### src/rtl/rx_uart_ext.sv
// Parametrised UART receiver: 2-FF input synchroniser, false-start rejection, framing
// check, NB_STOP stop bits. Optional parity bit is compiled in with UART_RX_PARITY_EN.
module rx_uart_ext #(
  parameter int DBIT    = 8,
  parameter int SB_TICK = 16,
  parameter int NB_STOP = 1
) (
  input  logic            i_clock,
  input  logic            i_reset,
  input  logic            i_rx,
  input  logic            i_s_tick,
  input  logic            i_parity_odd,
  output logic            o_rx_done_tick,
  output logic [DBIT-1:0] o_data,
  output logic            o_frame_err,
  output logic            o_parity_err,
  output logic            o_busy
);
  localparam int TW = $clog2(SB_TICK);
  localparam int BW = $clog2(DBIT);
  localparam logic [TW-1:0] HALF_LAST = TW'(SB_TICK / 2 - 1);
  localparam logic [TW-1:0] BIT_LAST  = TW'(SB_TICK - 1);
  localparam logic [BW-1:0] DATA_LAST = BW'(DBIT - 1);
  localparam logic          STOP_LAST = 1'(NB_STOP - 1);

`ifdef UART_RX_PARITY_EN
  typedef enum logic [2:0] {IDLE, START, DATA, PARITY, STOP} state_t;
`else
  typedef enum logic [2:0] {IDLE, START, DATA, STOP} state_t;
`endif

  state_t          state;
  logic            rx_meta, rx_s;
  logic [TW-1:0]   tick_cnt;
  logic [BW-1:0]   bit_cnt;
  logic            stop_cnt;
  logic [DBIT-1:0] shift;
  logic            frame_bad;

`ifdef UART_RX_PARITY_EN
  logic par_bad;
`else
  logic unused_parity_odd;
  assign unused_parity_odd = i_parity_odd;
  assign o_parity_err      = 1'b0;
`endif

  assign o_busy = (state != IDLE);

  always_ff @(posedge i_clock) begin
    if (i_reset) begin
      rx_meta        <= 1'b1;
      rx_s           <= 1'b1;
      state          <= IDLE;
      tick_cnt       <= '0;
      bit_cnt        <= '0;
      stop_cnt       <= 1'b0;
      shift          <= '0;
      frame_bad      <= 1'b0;
      o_rx_done_tick <= 1'b0;
      o_data         <= '0;
      o_frame_err    <= 1'b0;
`ifdef UART_RX_PARITY_EN
      par_bad        <= 1'b0;
      o_parity_err   <= 1'b0;
`endif
    end else begin
      rx_meta        <= i_rx;
      rx_s           <= rx_meta;
      o_rx_done_tick <= 1'b0;
      unique case (state)
        IDLE: begin
          // Leaves IDLE on the synchronised low level alone; ticks are ignored here.
          if (!rx_s) begin
            state     <= START;
            tick_cnt  <= '0;
            frame_bad <= 1'b0;
`ifdef UART_RX_PARITY_EN
            par_bad   <= 1'b0;
`endif
          end
        end
        START: if (i_s_tick) begin
          if (tick_cnt == HALF_LAST) begin
            if (rx_s) begin
              state <= IDLE;
            end else begin
              state    <= DATA;
              tick_cnt <= '0;
              bit_cnt  <= '0;
            end
          end else begin
            tick_cnt <= tick_cnt + TW'(1);
          end
        end
        DATA: if (i_s_tick) begin
          if (tick_cnt == BIT_LAST) begin
            tick_cnt <= '0;
            shift    <= {rx_s, shift[DBIT-1:1]};
            if (bit_cnt == DATA_LAST) begin
`ifdef UART_RX_PARITY_EN
              state    <= PARITY;
`else
              state    <= STOP;
              stop_cnt <= 1'b0;
`endif
            end else begin
              bit_cnt <= bit_cnt + BW'(1);
            end
          end else begin
            tick_cnt <= tick_cnt + TW'(1);
          end
        end
`ifdef UART_RX_PARITY_EN
        PARITY: if (i_s_tick) begin
          if (tick_cnt == BIT_LAST) begin
            par_bad  <= ((^shift) ^ rx_s) != i_parity_odd;
            tick_cnt <= '0;
            stop_cnt <= 1'b0;
            state    <= STOP;
          end else begin
            tick_cnt <= tick_cnt + TW'(1);
          end
        end
`endif
        STOP: if (i_s_tick) begin
          if (tick_cnt == BIT_LAST) begin
            tick_cnt <= '0;
            // The last stop sample is folded straight into the delivered flag.
            if (stop_cnt == STOP_LAST) begin
              o_rx_done_tick <= 1'b1;
              o_data         <= shift;
              o_frame_err    <= frame_bad | ~rx_s;
`ifdef UART_RX_PARITY_EN
              o_parity_err   <= par_bad;
`endif
              state          <= IDLE;
            end else begin
              frame_bad <= frame_bad | ~rx_s;
              stop_cnt  <= 1'b1;
            end
          end else begin
            tick_cnt <= tick_cnt + TW'(1);
          end
        end
        default: state <= IDLE;
      endcase
    end
  end
endmodule

### config.mk
export PLATFORM = sky130hd
export DESIGN_NAME = rx_uart_ext
export DESIGN_NICKNAME = d
export VERILOG_FILES = /design/src/rtl/rx_uart_ext.sv
export SDC_FILE = /design/constraint.sdc
export NUM_CORES = 1
export LEC_CHECK = 0
export ABC_AREA = 1
export BUFFER_PORTS_ARGS = -buffer_cell sky130_fd_sc_hd__clkbuf_2
export CORE_UTILIZATION = 50
export DETAILED_ROUTE_END_ITERATION = 8
export GPL_ROUTABILITY_DRIVEN = 1
export PLACE_DENSITY = 0.73
export SLEW_MARGIN = 20
export SYNTH_ARGS = -nofsm -noshare
export SYNTH_HDL_FRONTEND = slang
export SYNTH_SLANG_ARGS = --single-unit
### constraint.sdc
create_clock -name i_clock -period 1.3 [get_ports i_clock]
set_input_delay 0.13 -clock i_clock [delete_from_list [all_inputs] [get_ports i_clock]]
set_output_delay 0.13 -clock i_clock [all_outputs]
set_load 0.02 [all_outputs]
# After elaboration in Yosys (flattened, before gate mapping)
# Index checks and enable logic that the tools add are counted.
totals:
  word_cells: 90
  in_bits: 5
  out_inout_bits: 12
  reg_bits: 32
classes:
  n_reduce_logical: 15
  n_mux: 37
  n_bitwise: 6
  n_addsub: 2
  eq_ne: 19
ops:
  columns: ["cell", "count"]
  rows:
  - ["$mux W3", 15]
  - ["$ne A2 B2 Y1 const B", 12]
  - ["$mux W4", 5]
  - ["$pmux W3 S4", 1]
  - ["$pmux W4 S3", 1]
  - ["$mux W1", 11]
  - ["$reduce_and A9 Y1", 1]
  - ["$reduce_and A7 Y1", 1]
  - ["$eq A3 B2 Y1 const B", 2]
  - ["$pmux W3 S2", 1]
  - ["$reduce_and A3 Y1", 2]
  - ["$reduce_and A6 Y1", 1]
  - ["$reduce_bool A2 Y1", 3]
  - ["$reduce_bool A3 Y1", 2]
  - ["$not A1 Y1", 5]
  - ["$reduce_and A5 Y1", 1]
  - ["$add A4 B1 Y4 const B", 1]
  - ["$eq A4 B3 Y1 const B", 1]
  - ["$eq A4 B4 Y1 const B", 1]
  - ["$pmux W1 S2", 2]
  - ["$reduce_and A4 Y1", 1]
  - ["$reduce_or A4 Y1", 1]
  - ["$add A3 B1 Y3 const B", 1]
  - ["$eq A3 B1 Y1 const B", 1]
  - ["6 further kinds", 6]

# Longest topological paths before layout
# Gate-level depths: netlist (run 1).
depth:
  depth_word: 6
  depth_mapped: 10
  depth_no_buf: 10

# Worst setup path after synthesis (run 1)
# No wires, ideal clock.
synth_path:
  path_kind: "register -> register"
  start: "register tick_cnt[0]"
  end: "register o_data[0]"
  stages_incl_launch_ff: 7
  synth_period_minus_slack_ns: 1.372
  t_required_ns: 1.184
  arrival_ns: 1.256
  setup_slack_ns: -0.072
  setup_time_ns: 0.116
  path_buffers: 0
  cell_sequence: "dfxtp_1 > ha_1 > nand3_2 > nor3_4 > inv_4 > nor2_1 > nor2_1"
synth_between:
  elab_chain_len: 2
synth_rtl:
  columns: ["element", "line", "rtl"]
  rows:
  - ["from (decl)", "34", "logic [TW-1:0] tick_cnt;"]
  - ["from (signal assigned)", "93", "tick_cnt <= tick_cnt + TW'(1);"]
  - ["from (signal assigned)", "111", "tick_cnt <= tick_cnt + TW'(1);"]
  - ["from (signal assigned)", "143", "tick_cnt <= tick_cnt + TW'(1);"]
  - ["$eq A4 B4 Y1", "127", "if (tick_cnt == BIT_LAST) begin"]
  - ["$reduce_and A4 Y1 (no line)", null, null]
  - ["to (signal assigned)", "132", "o_data <= shift;"]
  - ["to (decl)", "14", "output logic [DBIT-1:0] o_data,"]
# No other way between the ends.
# A chain may end at the register's enable or synchronous reset.

# Worst setup path in the final report (run 1)
layout_path:
  start: "register bit_cnt[0]"
  end: "register bit_cnt[1]"
layout_between:
  elab_chain_len: 5
layout_rtl:
  columns: ["element", "line", "rtl"]
  rows:
  - ["from (decl)", "35", "logic [BW-1:0] bit_cnt;"]
  - ["from (signal assigned)", "108", "bit_cnt <= bit_cnt + BW'(1);"]
  - ["$add A3 B1 Y3", "108", null]
  - ["$mux W3", "100", "if (bit_cnt == DATA_LAST) begin"]
  - ["$mux W3", "97", "if (tick_cnt == BIT_LAST) begin"]
  - ["$mux W3", "96", "DATA: if (i_s_tick) begin"]
  - ["$pmux W3 S2", "71", "unique case (state)"]
# Parallel ways exist; a longest one is shown, timed or not. The select of a mux whose other input is x is not followed.

==> results of run 1 <==
registers in the layout, summed over array words and instances, names as in the netlist, 2 cells and up:
signal    flops
tick_cnt      4
bit_cnt       3
state         2
shift         8
o_data        8
synth_stat cells:
master | instances | area share
inv_4 | 1 | 0.0049
dfxtp_1 | 30 | 0.47
buf_4 | 1 | 0.0058
conb_1 | 1 | 0.0029
nand3_1 | 10 | 0.039
nand4_1 | 2 | 0.0097
nand3b_1 | 1 | 0.0058
nand2_1 | 34 | 0.099
nor2_2 | 2 | 0.0097
clkbuf_1 | 3 | 0.0087
inv_1 | 9 | 0.026
a21oi_1 | 7 | 0.027
nand3_2 | 1 | 0.0078
ha_1 | 3 | 0.029
or2_2 | 3 | 0.015
inv_2 | 3 | 0.0087
nor2_1 | 42 | 0.12
nor3_4 | 2 | 0.025
o21ai_0 | 18 | 0.070
nand2_2 | 2 | 0.0097
o21ai_2 | 1 | 0.0068
power breakdown:
part / switching, uW / leakage, uW / total [uW] / internal (uW)
Combinational: 662 / 0.000532 / 1170 / 504
Sequential: 98.0 / 0.000246 / 1120 / 1020
Clock: 328 / 0.0000353 / 589 / 262
Total: 1090 / 0.000813 / 2870 / 1790
per-layer routing:
metal	wire [um]	vias up
met1	1316	610
met3	109	6
met2	1703	29
li1	-	640
met4	61	0
met5	0	-
path summary, 6_finish.rpt:
| check | endpoint | from | slack, ps |
|---|---|---|---|
| worst min register to register | rx_s | rx_meta | 420 |
| worst max-delay path | bit_cnt[1] | bit_cnt[0] | -60 |
| worst max register to register | bit_cnt[1] | bit_cnt[0] | -60 |
| worst min-delay path | tick_cnt[3] | i_reset | 110 |
what timing repair did:
item	in CTS	in global routing
buffers inserted	2	3
pin swaps	8	9
gates resized for setup	18	25
endpoints found under the setup margin	14	23
hold buffers	1	0
endpoints found under the hold margin	1	0
gates cloned	0	1
cell families after synthesis:
kind of cell | after synthesis
fa+ha+maj | 3
compound gates | 26
simple gates | 99
flops | 30
buf+inv | 17
other cells | 1
worst reg2reg max path: stages (launching register included):
cell	delay, ps
dfxtp_2	340
ha_4	160
ha_4	150
inv_2	50
nand3_2	80
nand2_2	90
nand2_4	70
nor2_4	140
nand2_1	70
nand2_1	60
nor2_1	30
stage by stage:
stage | hold WS (ps) | TNS, ps
after floorplan | 233.8 | 0
after detailed placement | 322.9 | -626.4
final | 106.4 | -341.1
after global placement | 314.5 | -272.7
after global routing | 108.1 | -2543
after CTS | 118.1 | -15.24
layout make-up:
type	count	area [sq um]	area share
clock inverter	1	5.005	0.002829
clock buffer	7	55.05	0.03112
multi-input combinational	129	740.7	0.4187
timing repair buffer	34	247.7	0.1400
tap	30	37.54	0.02122
sequential	30	610.6	0.3451
timing repair inverter	1	8.758	0.004950
inverter	13	63.81	0.03607
==> results.py, run 1 <==
metrics = {
    "run_status": {
        "outcome": "finished, violations left",
        "violations": "DRC, setup timing",
    },
    "yosys": {
        "synth_fa_ha_area_frac": 0.02915,
        "synth-seq-area-share": 0.4665,
        "ys_types": 21,
        "synthMuxAreaShare": 0,
        "synth_compound_area_frac": 0.1040,
        "synth_top_family_by_area": "simple AND/OR/NAND/NOR gates",
        "syn-num-nets": 184,
        "netlist_area_sq_um": 1287,
        "synth-simple-area-share": 0.3431,
        "synth_warnings": 0,
        "syn-mean-instance-area_sq_um": 7.315,
        "synth-xor-area-share": 0,
        "ys_ff_latch": 30,
        "synthCells": 176,
    },
    "worst_hold_path": {
        "hold_path_class": "in -> reg",
        "hold_depth": 2,
    },
    "drt": {
        "wl_per_cell_um": 13.02,
        "vias": 1285,
        "drt_wl_total_um": 3190,
        "ant_nets": 0,
        "drt_iter0_drc": 29,
        "drc": 1,
        "routed_via_density": 5.245,
        "dr.pass1.iters": 6,
    },
    "pwr": {
        "powerDensity_nw_per_um2": 1624,
        "p_total_uw": 2873,
        "ir_worst_vdd_mv": 1.375,
        "leakage_uw": 0.0008126,
    },
    "place": {
        "place_congestion": 0.8869,
        "place_hpwl_um": 1972,
        "place_ws_ps": -113.2,
        "portBuffers": 14,
        "dp_cells": 232,
        "place_area_sq_um": 1536,
    },
    "clock_tree": {
        "root_buffer": "clkbuf_4",
        "cts_buffers": 5,
        "clockBufferDepth": 2,
        "tritoncts": "built",
        "clock_latency_ps": 340,
        "numClockSinks": 30,
        "htreeDepth": 2,
        "clk_pin_slew_worst_paths_ps": 100,
    },
    "die": {
        "core_area_sq_um": 2455,
        "ios": 17,
        "chipHeight_um": 52.75,
        "dieArea_sq_um": 2782,
        "initial_core_util": 0.5245,
        "rows": 18,
        "die_w_um": 52.75,
    },
    "global_routing": {
        "grt_use_met2": 0.4135,
        "use_met1": 0.2791,
        "grt-ovfl-total": 0,
        "grt_pass1_wl_um": 4823,
        "track_usage": 0.2494,
        "antenna_found_initial": 0,
        "grtUsageMet3": 0.09275,
        "grt_max_degree": 19,
        "grt-busiest-layer": "met2",
        "grt_pass1_vias": 1169,
    },
    "sta": {
        "setup_slack_ps": -56.32,
        "finalHoldViolations": 0,
        "fmax_mhz": 737.3,
        "rsz0062_at_grt": "true",
        "setup_viol": 17,
        "fin_skew_ps": 15.47,
        "finalCritPeriodShare": 1.043,
        "period_needed_ps": 1356,
        "final_max_slew_viol_count": 0,
    },
    "setup_path": {
        "rr_worst_depth": 10,
        "cpLargestDelayFamily": "simple AND/OR/NAND/NOR gates",
        "cp_num_buf_inv": 1,
        "cp-start-kind": "register",
        "required_ps": 1520,
        "critPathMaxFanout": 4,
        "critPathMaxStageDelay_ps": 340,
        "crit_arrival_ps": 1570,
        "endpoint_kind": "register",
        "crit_type": "reg -> reg",
        "crit_chain": "ha_4, ha_4, inv_2, nand3_2, nand2_2, nand2_4, nor2_4, nand2_1, nand2_1, nor2_1",
        "cp.depth": 10,
        "critical_path.slowest_cell": "dfxtp_2",
    },
    "finish": {
        "layout.cells.most_common": "nor2_1",
        "num-nets-final": 222,
        "fin_cells": 245,
        "antenna_cells": 0,
        "final_cell_area_sq_um": 1769,
        "syn2layout_area_growth_pct": 37.42,
        "final_cell_mix": "nor2_1 (31), nand2_1 (30), dfxtp_1 (24)",
        "post-route-util": 0.7207,
        "nFillCells": 197,
        "drive_gt1_frac": 0.3953,
    },
    "run": {
        "cap_violations": 0,
    },
}
No activity file was read; power rests on OpenSTA's default activity.
==> inputs of run 2 (changes only) <==
--- a/config.mk
+++ b/config.mk
@@ -7,6 +7,7 @@
 export LEC_CHECK = 0
 export ABC_AREA = 1
 export BUFFER_PORTS_ARGS = -buffer_cell sky130_fd_sc_hd__clkbuf_2
+export CORE_MARGIN = 5
 export CORE_UTILIZATION = 50
 export DETAILED_ROUTE_END_ITERATION = 8
 export GPL_ROUTABILITY_DRIVEN = 1
==> results.py, run 2 (synthesis gave the netlist of run 1 again) <==
metrics = {
    "run_status": {
        "outcome": "finished, violations left",
        "violations": "setup timing",
    },
    "sta": {
        "fmax_mhz": 739.4,
        "setup_slack_ps": -52.50,
        "final_max_slew_viol_count": 0,
        "rsz0062_at_grt": "true",
        "finalCritPeriodShare": 1.040,
        "setup_viol": 14,
        "period_needed_ps": 1353,
        "finalHoldViolations": 0,
        "fin_skew_ps": 8.326,
    },
    "die": {
        "core_area_sq_um": 2477,
        "die_w_um": 60.75,
        "initial_core_util": 0.5197,
        "chipHeight_um": 60.75,
        "dieArea_sq_um": 3690,
        "ios": 17,
        "rows": 18,
    },
    "setup_path": {
        "endpoint_kind": "register",
        "crit_type": "reg -> reg",
        "critPathMaxFanout": 4,
        "crit_arrival_ps": 1620,
        "required_ps": 1570,
        "cp-start-kind": "register",
    },
    "clock_tree": {
        "cts_buffers": 5,
        "tritoncts": "built",
        "numClockSinks": 30,
        "clk_pin_slew_worst_paths_ps": 100,
        "clock_latency_ps": 330,
        "htreeDepth": 2,
        "root_buffer": "clkbuf_4",
        "clockBufferDepth": 2,
    },
    "finish": {
        "layout.cells.most_common": "nor2_1",
        "final-seq-area_sq_um": 610.6,
        "nFillCells": 184,
        "reg.largest.list": "o_data (8), shift (8), tick_cnt (4)",
        "syn2layout_area_growth_pct": 36.64,
        "drive_gt1_frac": 0.3871,
        "final_cell_mix": "nor2_1 (37), nand2_1 (28), dfxtp_1 (24)",
        "antenna_cells": 0,
        "final_cell_area_sq_um": 1759,
        "post-route-util": 0.7101,
        "multi_input_area_sq_um": 725.7,
        "num-nets-final": 224,
    },
    "drt": {
        "dr.pass1.iters": 4,
        "drt_iter0_drc": 38,
        "vias": 1266,
        "ant_nets": 0,
        "drc": 0,
        "drt_wl_total_um": 3051,
        "routed_via_density": 5.126,
        "wl_per_cell_um": 12.35,
    },
    "pwr": {
        "ir_worst_vdd_mv": 1.213,
        "p_total_uw": 2906,
        "leakage_uw": 0.0008218,
        "powerDensity_nw_per_um2": 1652,
    },
    "global_routing": {
        "grt_pass1_vias": 1196,
        "grt_pass1_wl_um": 4850,
        "antenna_found_initial": 0,
        "track_usage": 0.1789,
        "grt_max_degree": 16,
        "grt-ovfl-total": 0,
    },
    "run": {
        "cap_violations": 0,
    },
    "place": {
        "place_area_sq_um": 1531,
        "place_congestion": 0.8276,
        "portBuffers": 14,
        "place_hpwl_um": 1978,
    },
    "worst_hold_path": {
        "hold_path_class": "in -> reg",
    },
}
[run 2: changes by cell type in the layout (fill, tap and decap cells not counted), sizes merged]
| cell | previous run | this run |
|---|---|---|
| buf | 19 | 22 |
| clkinvlp | 0 | 1 |
| clkbuf | 21 | 20 |
| clkinv | 2 | 1 |
[run 2: metal layers]
layer  global-route usage  part of all wire  vias up
met1               0.2057              0.44      581
met5                    0                 0        -
met4              0.08359             0.026        0
met2               0.2977              0.49       28
met3              0.06170             0.044        8
li1                     -                 -      649
[run 2: path summary, 6_finish.rpt]
check,startpoint,to,slack (ps),cells after the start
worst min register to register,rx_meta,rx_s,410,1
worst max-delay path,tick_cnt[1],o_data[3],-50,6
worst min-delay path,i_reset,tick_cnt[1],110,2
worst max register to register,tick_cnt[1],o_data[3],-50,6
[run 2: per-stage QoR]
stage / setup WS [ps] / instances / hold slack [ps] / TNS [ps]
after CTS: -19.75 / 246 / 108.3 / -43.30
final: -52.50 / 247 / 112.4 / -309.1
after global routing: -114.6 / 247 / 113.4 / -1989
after floorplan: 9.711 / 176 / 233.8 / 0
after detailed placement: -116.3 / 233 / 316.6 / -355.6
after global placement: -43.55 / 233 / 315.3 / -106.9
[run 2: what timing repair did]
action	CTS	global route
endpoints found under the hold margin	1	0
endpoints found under the setup margin	14	25
pin swaps	9	9
gates resized for setup	17	22
setup buffers	5	1
hold buffers	1	0
[run 2: critical path, cell delays in order, from the launching register on]
cell and delay [ps]:
dfxtp_2 360, ha_4 160, nand3_4 120, nor3_4 300, buf_6 160, o21ai_0 70
nor2_1 110
[run 2: cell type report]
class,count,share of cell area
repair buffers,37,0.1508
clock buffers,6,0.02916
multi-input cells,129,0.4125
flip-flops and latches,30,0.3471
clock inverters,2,0.007112
inverters,13,0.03201
well taps,30,0.02134
[run 2: power breakdown]
part           total [uW]  internal [uW]  switching (uW)
Combinational        1190            522             670
Sequential           1120           1020            96.3
Clock                 596            260             336
==> inputs of run 3 (changes only) <==
--- a/config.mk
+++ b/config.mk
@@ -5,13 +5,14 @@
 export SDC_FILE = /design/constraint.sdc
 export NUM_CORES = 1
 export LEC_CHECK = 0
-export ABC_AREA = 1
 export BUFFER_PORTS_ARGS = -buffer_cell sky130_fd_sc_hd__clkbuf_2
+export CELL_PAD_IN_SITES_DETAIL_PLACEMENT = 1
+export CELL_PAD_IN_SITES_GLOBAL_PLACEMENT = 1
 export CORE_MARGIN = 5
-export CORE_UTILIZATION = 50
+export CORE_UTILIZATION = 38
 export DETAILED_ROUTE_END_ITERATION = 8
 export GPL_ROUTABILITY_DRIVEN = 1
-export PLACE_DENSITY = 0.73
+export PLACE_DENSITY_LB_ADDON = 0.1
 export SLEW_MARGIN = 20
 export SYNTH_ARGS = -nofsm -noshare
 export SYNTH_HDL_FRONTEND = slang
==> results.py, run 3 <==
metrics = {
    "pwr": {
        "leakage_uw": 0.0007539,
        "ir_worst_vdd_mv": 0.5801,
        "powerDensity_nw_per_um2": 929.1,
    },
    "setup_path": {
        "cp-start-kind": "register",
        "crit_arrival_ps": 1930,
        "crit_type": "reg -> reg",
        "endpoint_kind": "register",
        "required_ps": 1570,
        "critPathMaxFanout": 6,
        "rr_worst_depth": 5,
    },
    "yosys": {
        "synth_top_area_share": 0.4486,
        "syn-num-nets": 151,
        "synth-seq-area-share": 0.4486,
        "synth_area_leaders": "dfxtp_1 (45%), mux2i_1 (12%), nor2_1 (6.7%)",
        "syn-mean-instance-area_sq_um": 9.362,
        "synth_warnings": 0,
        "synthCells": 143,
        "yosys-top-cells-count": "dfxtp_1 (30), nor2_1 (24), mux2i_1 (16)",
        "async_reset_ff_frac": 0,
        "yosysMostFrequentCell": "dfxtp_1",
        "synth_area_leader_cell": "dfxtp_1",
        "netlist_area_sq_um": 1339,
        "ys_ff_latch": 30,
        "synth_edf_count": 0,
        "ys_types": 36,
        "synth_flop_cell": "dfxtp_1",
    },
    "die": {
        "die_w_um": 69.36,
        "core_area_sq_um": 3363,
        "chipHeight_um": 69.36,
        "initial_core_util": 0.3981,
        "ios": 17,
        "rows": 21,
        "dieArea_sq_um": 4810,
    },
    "sta": {
        "final_max_slew_viol_count": 0,
        "whs_ps": 250.1,
        "setup_slack_ps": -361.9,
        "fmax_mhz": 601.7,
        "finalHoldViolations": 0,
        "period_needed_ps": 1662,
        "rsz0062_at_grt": "true",
        "tns_ps": -3542,
        "setup_viol": 27,
        "fin_skew_ps": 11.48,
        "finalCritPeriodShare": 1.278,
    },
    "drt": {
        "vias": 1138,
        "wl_per_cell_um": 13.57,
        "routed_via_density": 4.884,
        "drt_iter0_drc": 42,
        "drc": 0,
        "ant_nets": 0,
        "dr.pass1.iters": 2,
        "drt_wl_total_um": 3161,
    },
    "place": {
        "place_area_sq_um": 1645,
        "place_congestion": 0.7712,
        "place_hpwl_um": 2204,
        "portBuffers": 14,
    },
    "clock_tree": {
        "tritoncts": "built",
        "cts_buffers": 5,
        "clockBufferDepth": 2,
        "clk_pin_slew_worst_paths_ps": 100,
        "htreeDepth": 2,
        "numClockSinks": 30,
        "root_buffer": "clkbuf_4",
        "clock_latency_ps": 340,
    },
    "worst_hold_path": {
        "hold_path_class": "in -> reg",
        "hold_depth": 2,
    },
    "finish": {
        "syn2layout_area_growth_pct": 37.76,
        "final_cell_mix": "buf_4 (26), nor2_1 (23), dfxtp_1 (23)",
        "reg.largest.list": "o_data (8), shift (8), tick_cnt (4)",
        "final-seq-area_sq_um": 611.8,
        "final_cell_area_sq_um": 1844,
        "layout.cells.most_common": "buf_4",
        "antenna_cells": 0,
        "multi_input_area_sq_um": 754.5,
        "num-nets-final": 194,
        "post-route-util": 0.5484,
        "drive_gt1_frac": 0.4225,
        "nFillCells": 415,
    },
    "run": {
        "cap_violations": 0,
    },
    "global_routing": {
        "antenna_found_initial": 0,
        "track_usage": 0.1444,
        "grt_max_degree": 23,
        "grt-ovfl-total": 0,
        "grt_pass1_vias": 1209,
        "grt_pass1_wl_um": 5582,
    },
    "run_status": {
        "violations": "setup timing",
        "outcome": "finished, violations left",
    },
}
==> run 3: cells by family after synthesis <==
logic type	count (synthesis)	share of synthesized area
AOI/OAI and AO/OA	23	0.1243
xor gates and xnor gates	2	0.01309
adders and majority gates	3	0.02804
buffers and inverters	17	0.06262
DFF	30	0.4486
muxes	16	0.1196
other	1	0.002801
and+or+nand+nor	51	0.2009
==> run 3: timing repair <==
action                                  CTS  global route
hold endpoints to repair                  1             0
cloned                                    1             0
resized for setup                        19             1
endpoints found under the setup margin   28            28
setup buffers                             6             1
pin swaps                                 8             4
hold buffers                              1             0
==> run 3: layout make-up <==
class	instances	area share
Multi-Input combinational cell	97	0.4091
Sequential cell	30	0.3318
Timing Repair Buffer	45	0.1791
Tap cell	46	0.03121
Clock buffer	6	0.02782
Inverter	7	0.01425
Clock inverter	2	0.006784
==> run 3: metal layers <==
layer | share of wire | up-vias | global-route usage
met3 | 0.034 | 6 | 0.03043
met1 | 0.48 | 537 | 0.1816
met2 | 0.47 | 15 | 0.2288
met5 | 0 | - | 0
li1 | - | 580 | -
met4 | 0.016 | 0 | 0.07809
==> run 3: per-stage QoR <==
stage                     power [uW]  instances  setup slack, ps
after global routing            1793        233           -414.2
final                           1714        233           -361.9
after global placement          1102        216           -341.3
after CTS                       1732        232           -377.3
after detailed placement        1108        216           -398.4
after floorplan                 1044        143           -295.6
==> run 3: critical path, stage by stage (launching register included) <==
cell     delay, ps
dfxtp_2        350
ha_4           160
ha_4           150
o32a_4         330
or4_4          480
a21oi_2        120
==> run 3: path summary, 6_finish.rpt <==
check | startpoint | to | slack (ps)
min reg2reg | rx_meta | rx_s | 410
max | bit_cnt[0] | bit_cnt[0] | -360
min | i_reset | bit_cnt[0] | 250
max reg2reg | bit_cnt[0] | bit_cnt[0] | -360
==> run 3: power breakdown <==
part           internal [uW]  leakage (uW)  switching [uW]  total [uW]
registers                925      0.000246            6.78         932
logic                   89.7      0.000474            88.9         179
clock network            260     0.0000343             344         603
